`src/rtl/hwpe_stream_tcdm_store.sv`:
```
// Stream-to-TCDM store stage: each stream beat becomes one TCDM write.
// The write address walks a 2D pattern: words inside a line, then lines.
//
// Ports:
//   clk_i, rst_i          clock, synchronous active-high reset
//   start_i               pulse that latches the config; only taken in IDLE
//   base_addr_i           byte address of the first word
//   word_stride_i         signed byte step between words of a line
//   line_stride_i         signed byte step between line start addresses
//   words_i, lines_i      words per line, number of lines
//   busy_o, done_o        busy in RUN/DONE; done is a 1-cycle end pulse
//   stream_*              HWPE stream sink (valid/ready/data/strb)
//   tcdm_*                TCDM master port, write-only
module hwpe_stream_tcdm_store #(
  parameter int unsigned DATA_WIDTH = 32,
  parameter int unsigned STRB_WIDTH = DATA_WIDTH/8,
  parameter int unsigned CNT_WIDTH  = 16
) (
  input  logic                  clk_i,
  input  logic                  rst_i,
  input  logic                  start_i,
  input  logic [31:0]           base_addr_i,
  input  logic [31:0]           word_stride_i,
  input  logic [31:0]           line_stride_i,
  input  logic [CNT_WIDTH-1:0]  words_i,
  input  logic [CNT_WIDTH-1:0]  lines_i,
  output logic                  busy_o,
  output logic                  done_o,
  input  logic                  stream_valid_i,
  output logic                  stream_ready_o,
  input  logic [DATA_WIDTH-1:0] stream_data_i,
  input  logic [STRB_WIDTH-1:0] stream_strb_i,
  output logic                  tcdm_req_o,
  input  logic                  tcdm_gnt_i,
  output logic [31:0]           tcdm_add_o,
  output logic                  tcdm_wen_o,
  output logic [STRB_WIDTH-1:0] tcdm_be_o,
  output logic [DATA_WIDTH-1:0] tcdm_data_o,
  input  logic [31:0]           tcdm_r_data_i,
  input  logic                  tcdm_r_valid_i
);

  localparam logic [1:0] IDLE = 2'd0;
  localparam logic [1:0] RUN  = 2'd1;
  localparam logic [1:0] DONE = 2'd2;

  localparam logic [CNT_WIDTH-1:0] ONE = 1;

  logic [1:0]           state_q;
  logic [1:0]           state_d;
  logic [31:0]          cur_addr_q;
  logic [31:0]          line_base_q;
  logic [31:0]          word_stride_q;
  logic [31:0]          line_stride_q;
  logic [CNT_WIDTH-1:0] words_q;
  logic [CNT_WIDTH-1:0] lines_q;
  logic [CNT_WIDTH-1:0] word_cnt_q;
  logic [CNT_WIDTH-1:0] line_cnt_q;

  logic run;
  logic hs;
  logic last_word;
  logic last_line;
  logic zero_size;
  logic [31:0] next_line_base;

  // Read side of the TCDM port is never used by a store.
  logic unused_rd;
  assign unused_rd = ^{tcdm_r_data_i, tcdm_r_valid_i};

  assign run       = (state_q == RUN);
  assign hs        = run & stream_valid_i & tcdm_gnt_i;
  assign last_word = (word_cnt_q == words_q - ONE);
  assign last_line = (line_cnt_q == lines_q - ONE);
  assign zero_size = (words_i == '0) | (lines_i == '0);

  assign next_line_base = line_base_q + line_stride_q;

  // Zero-latency datapath: the request mirrors the stream directly,
  // and cur_addr only moves on a handshake, so a stalled request
  // stays stable until granted.
  assign tcdm_req_o     = run & stream_valid_i;
  assign stream_ready_o = run & tcdm_gnt_i;
  assign tcdm_add_o     = run ? cur_addr_q : 32'h0;
  assign tcdm_wen_o     = 1'b0;
  assign tcdm_be_o      = stream_strb_i;
  assign tcdm_data_o    = stream_data_i;

  assign busy_o = (state_q == RUN) | (state_q == DONE);
  assign done_o = (state_q == DONE);

  always_comb begin
    state_d = state_q;
    unique case (state_q)
      IDLE: begin
        if (start_i) begin
          state_d = zero_size ? DONE : RUN;
        end
      end
      RUN: begin
        if (hs && last_word && last_line) begin
          state_d = DONE;
        end
      end
      DONE: begin
        state_d = IDLE;
      end
      default: begin
        state_d = IDLE;
      end
    endcase
  end

  always_ff @(posedge clk_i) begin
    if (rst_i) begin
      state_q       <= IDLE;
      cur_addr_q    <= '0;
      line_base_q   <= '0;
      word_stride_q <= '0;
      line_stride_q <= '0;
      words_q       <= '0;
      lines_q       <= '0;
      word_cnt_q    <= '0;
      line_cnt_q    <= '0;
    end else begin
      state_q <= state_d;
      if (state_q == IDLE && start_i) begin
        cur_addr_q    <= base_addr_i;
        line_base_q   <= base_addr_i;
        word_stride_q <= word_stride_i;
        line_stride_q <= line_stride_i;
        words_q       <= words_i;
        lines_q       <= lines_i;
        word_cnt_q    <= '0;
        line_cnt_q    <= '0;
      end else if (hs) begin
        if (!last_word) begin
          word_cnt_q <= word_cnt_q + ONE;
          cur_addr_q <= cur_addr_q + word_stride_q;
        end else begin
          // Line wrap restarts from the line base rather than
          // from the last word, so word and line strides are
          // independent.
          word_cnt_q  <= '0;
          line_cnt_q  <= line_cnt_q + ONE;
          line_base_q <= next_line_base;
          cur_addr_q  <= next_line_base;
        end
      end
    end
  end

endmodule

```
`config.mk`:
```
export PLATFORM = sky130hd
export DESIGN_NAME = hwpe_stream_tcdm_store
export DESIGN_NICKNAME = d
export VERILOG_FILES = /design/src/rtl/hwpe_stream_tcdm_store.sv
export SDC_FILE = /design/constraint.sdc
export NUM_CORES = 1
export LEC_CHECK = 0
export ABC_CLOCK_PERIOD_IN_PS = 8000
export BUFFER_PORTS_ARGS = -buffer_cell sky130_fd_sc_hd__buf_2
export CORE_AREA = 2 2 267 163
export CTS_CLUSTER_DIAMETER = 50
export DETAILED_ROUTE_END_ITERATION = 8
export DIE_AREA = 0 0 269 165
export HOLD_SLACK_MARGIN = 0.12
export PLACE_DENSITY = 0.58
export SYNTH_ARGS = -nofsm -noshare
export SYNTH_HDL_FRONTEND = slang
export SYNTH_SLANG_ARGS = --single-unit
```
`constraint.sdc`:
```
create_clock -name clk_i -period 8 [get_ports clk_i]
set_input_delay 1.6 -clock clk_i [delete_from_list [all_inputs] [get_ports clk_i]]
set_output_delay 1.6 -clock clk_i [all_outputs]
set_load 0.1 [all_outputs]
```
==> results.txt <==
Share of the synthesized area in the top cell type: 31.1%
Routed wire length: 40600 um
Initial DRC Count: 877
Multi-input logic area: 7870 sq um
Num rows: 58
IO Count: 275
Worst-path clk slew: 0.08 ns
#FFs+latches synth: 194
GP Congestion: 0.920
Worst setup path class: reg2reg
Count leader, synth: nand2_1
Starting Density: 29.9%
Port bufs: 168
Avg WL per Cell: 17.4 um
GRT met1 Usage: 29.0%
Worst Hold Depth: 2
GR Layer Usage met2: 23.9%
Worst Reg-to-Reg Cells: 15
Hold Crit Endpoint: word_stride_q[30]
Vias: 11800
H-tree levels: 4
EDFF count, synth: 0
Initial antenna violation count: 8
Reg-to-reg slack, setup: 3.31 ns
Post-Synthesis Cells: 1675
FMAX: 213 MHz
Main flop type after synthesis: dfxtp_1
Die Width: 269 um
Maximum vdd ir drop: 172 uV
Post-synthesis cell area: 12500 sq um
Setup violators final: 0
Register area share after synthesis: 31.1%
Avg Inst Size Synth: 7.45 sq um
Number of global-route vias before repair: 10700
Die Y-Extent: 165 um
Cts hold-fix bufs: 0
Total CTS buffers: 17
Root buffer cell: clkbuf_16
Antenna Violating Nets Remaining: 0
Lkg Pwr: 0.00585 uW
Cell Count Post-Placement: 2296
DR DRC count: 0
Area Growth Syn to Fin: 12.8%
Global Route Usage Sum: 18.3%
Post-layout min period: 4.69 ns
Register area: 3880 sq um
DP Wirelength: 31300 um
Worst path arrival time: 5.01 ns
Async set or reset register ratio after synthesis: 0%
Top cells by area, synth: dfxtp_1 (31%), nand2_1 (10%), a21oi_1 (8.5%)
TritonCTS Sinks: 194
Mapped Nets: 1948
Min-Delay Path Class: reg2reg
Setup TNS: 0 ns
CP startpoint: words_q[0]
Library cells used by synthesis: 73
Grt total ovfl: 0
Worst Setup End Kind: register
Rel. slew slack: 28.9%
Pwr Density: 209 nW/um^2
First-pass detailed-route iteration total: 5
Post-synth top cells: nand2_1 (332), a21oi_1 (213), dfxtp_1 (194)
RSZ-0062 raised after global routing: false
Crit start category: register
Clk_lat worst skew: 0.46 ns
R2R Path Start: words_q[0]
Synth Warn #: 0
First-pass GRT wire length: 62400 um
Via-per-instance ratio: 5.07
Reg-to-Reg End: line_cnt_q[13]
Worst hold path startpoint: word_stride_q[30]
Worst slew pin tran: 1.07 ns
Post-CTS setup buffer count: 0
Layout cells sized above 1: 12.8%
Final slew viol count: 0
Status: completed
Largest net degree at the start of global routing: 100
Clock Path Buffers: 2
Max-cap viol count: 0
Clock skew: 0.0168 ns
Dominant cell type by area after synthesis: dfxtp_1
CTS tree: done
Fill count: 4461
GR met3 Demand/Resource: 4.71%
Die area: 44400 sq um
Post-cts repair resize count: 0
Tcrit/Tclk final: 58.6%
Critical path peak fanout: 40
Final Instance Count excl. Fillers: 2332
Fin. Hold Viols: 0
Nets: 2018
Critical path required time: 8.32 ns
Busiest grt layer: met1
Core Footprint: 41700 sq um
-- through the flow --
| stage | util (%) | instance area [sq um] | hold slack, ns | setup slack (ns) | total power [uW] |
|---|---|---|---|---|---|
| after floorplan | - | 12500 | 0.440 | 4.05 | 1900 |
| after global placement | 32.3 | 13500 | 0.451 | 3.47 | 2060 |
| after detailed placement | 32.3 | 13500 | 0.455 | 3.38 | 2070 |
| after CTS | 33.7 | 14100 | 0.466 | 3.35 | 2950 |
| after global routing | 33.7 | 14100 | 0.484 | 3.03 | 3110 |
| final | 33.7 | 14100 | 0.465 | 3.31 | 2940 |
-- metal layers --
metal  share of wire (%)  routed length, um
met1                  54              21800
met2                  38              15200
met3                 7.7               3110
met4                0.92                374
met5               0.096                 39
-- final cells by class --
type                    instances  area share (%)
diodes                          4          0.0711
clock buffers                  18            3.05
clock inverters                14            1.19
inverters                      28           0.747
multi-input cells            1328            55.9
flip-flops and latches        194            27.6
well taps                     570            5.07
repair buffers                176            6.42
-- kinds of logic after synthesis --
group | synth area share [%]
AOI/OAI and AO/OA | 22.3
xor gates and xnor gates | 8.21
adders and majority gates | 7.24
buffers and inverters | 5.90
DFF | 31.1
muxes | 1.06
other | 0.0301
and+or+nand+nor | 24.1
-- worst max-delay path, cell delays in order, from the launching register on --
cell,delay (ns)
dfxtp_1,0.37
inv_1,0.08
ha_1,0.25
nor4b_2,0.54
nand4_1,0.19
xor2_1,0.18
o21ai_0,0.22
a21boi_0,0.28
and3_1,0.23
buf_4,0.44
and2_1,0.55
buf_4,0.36
and4_1,0.42
nand3_1,0.15
xor2_1,0.18
nor2_1,0.06
-- state kept, by name, summed over array words and instances (netlist names) --
signal	count
lines_q	16
word_cnt_q	16
cur_addr_q	32
line_cnt_q	16
line_base_q	32
words_q	16
state_q	2
line_stride_q	32
word_stride_q	32
-- report_power, final --
part	switching, uW	internal [uW]
registers	97.9	1060
clock network	451	422
logic	598	312
-- placed cells by master, fill, tap and decap left out, types with 13 or more instances in the layout --
cell type,instances
o21ai_0,68
nor2_1,138
a21oi_1,213
buf_2,167
nand4_1,15
a31oi_1,13
nand2_1,331
ha_1,69
nand3_1,34
clkbuf_16,17
a211oi_1,21
xor2_1,59
nor3_1,24
o211ai_1,17
a311oi_1,18
xnor2_1,58
dfxtp_1,194
a21o_1,32
inv_1,28
nor4_1,13
and2_1,40
and3_1,13
-- worst max path at each step --
stage                                 to  slack [ns]  depth (start not counted)
after floorplan               tcdm_req_o        4.05                          1
after global placement    line_cnt_q[15]        3.47                         15
after detailed placement  line_cnt_q[13]        3.38                         15
after CTS                 line_cnt_q[13]        3.35                         15
after global routing      line_cnt_q[13]        3.03                         15
final                     line_cnt_q[13]        3.31                         15
(Power assumes the default switching activity.)
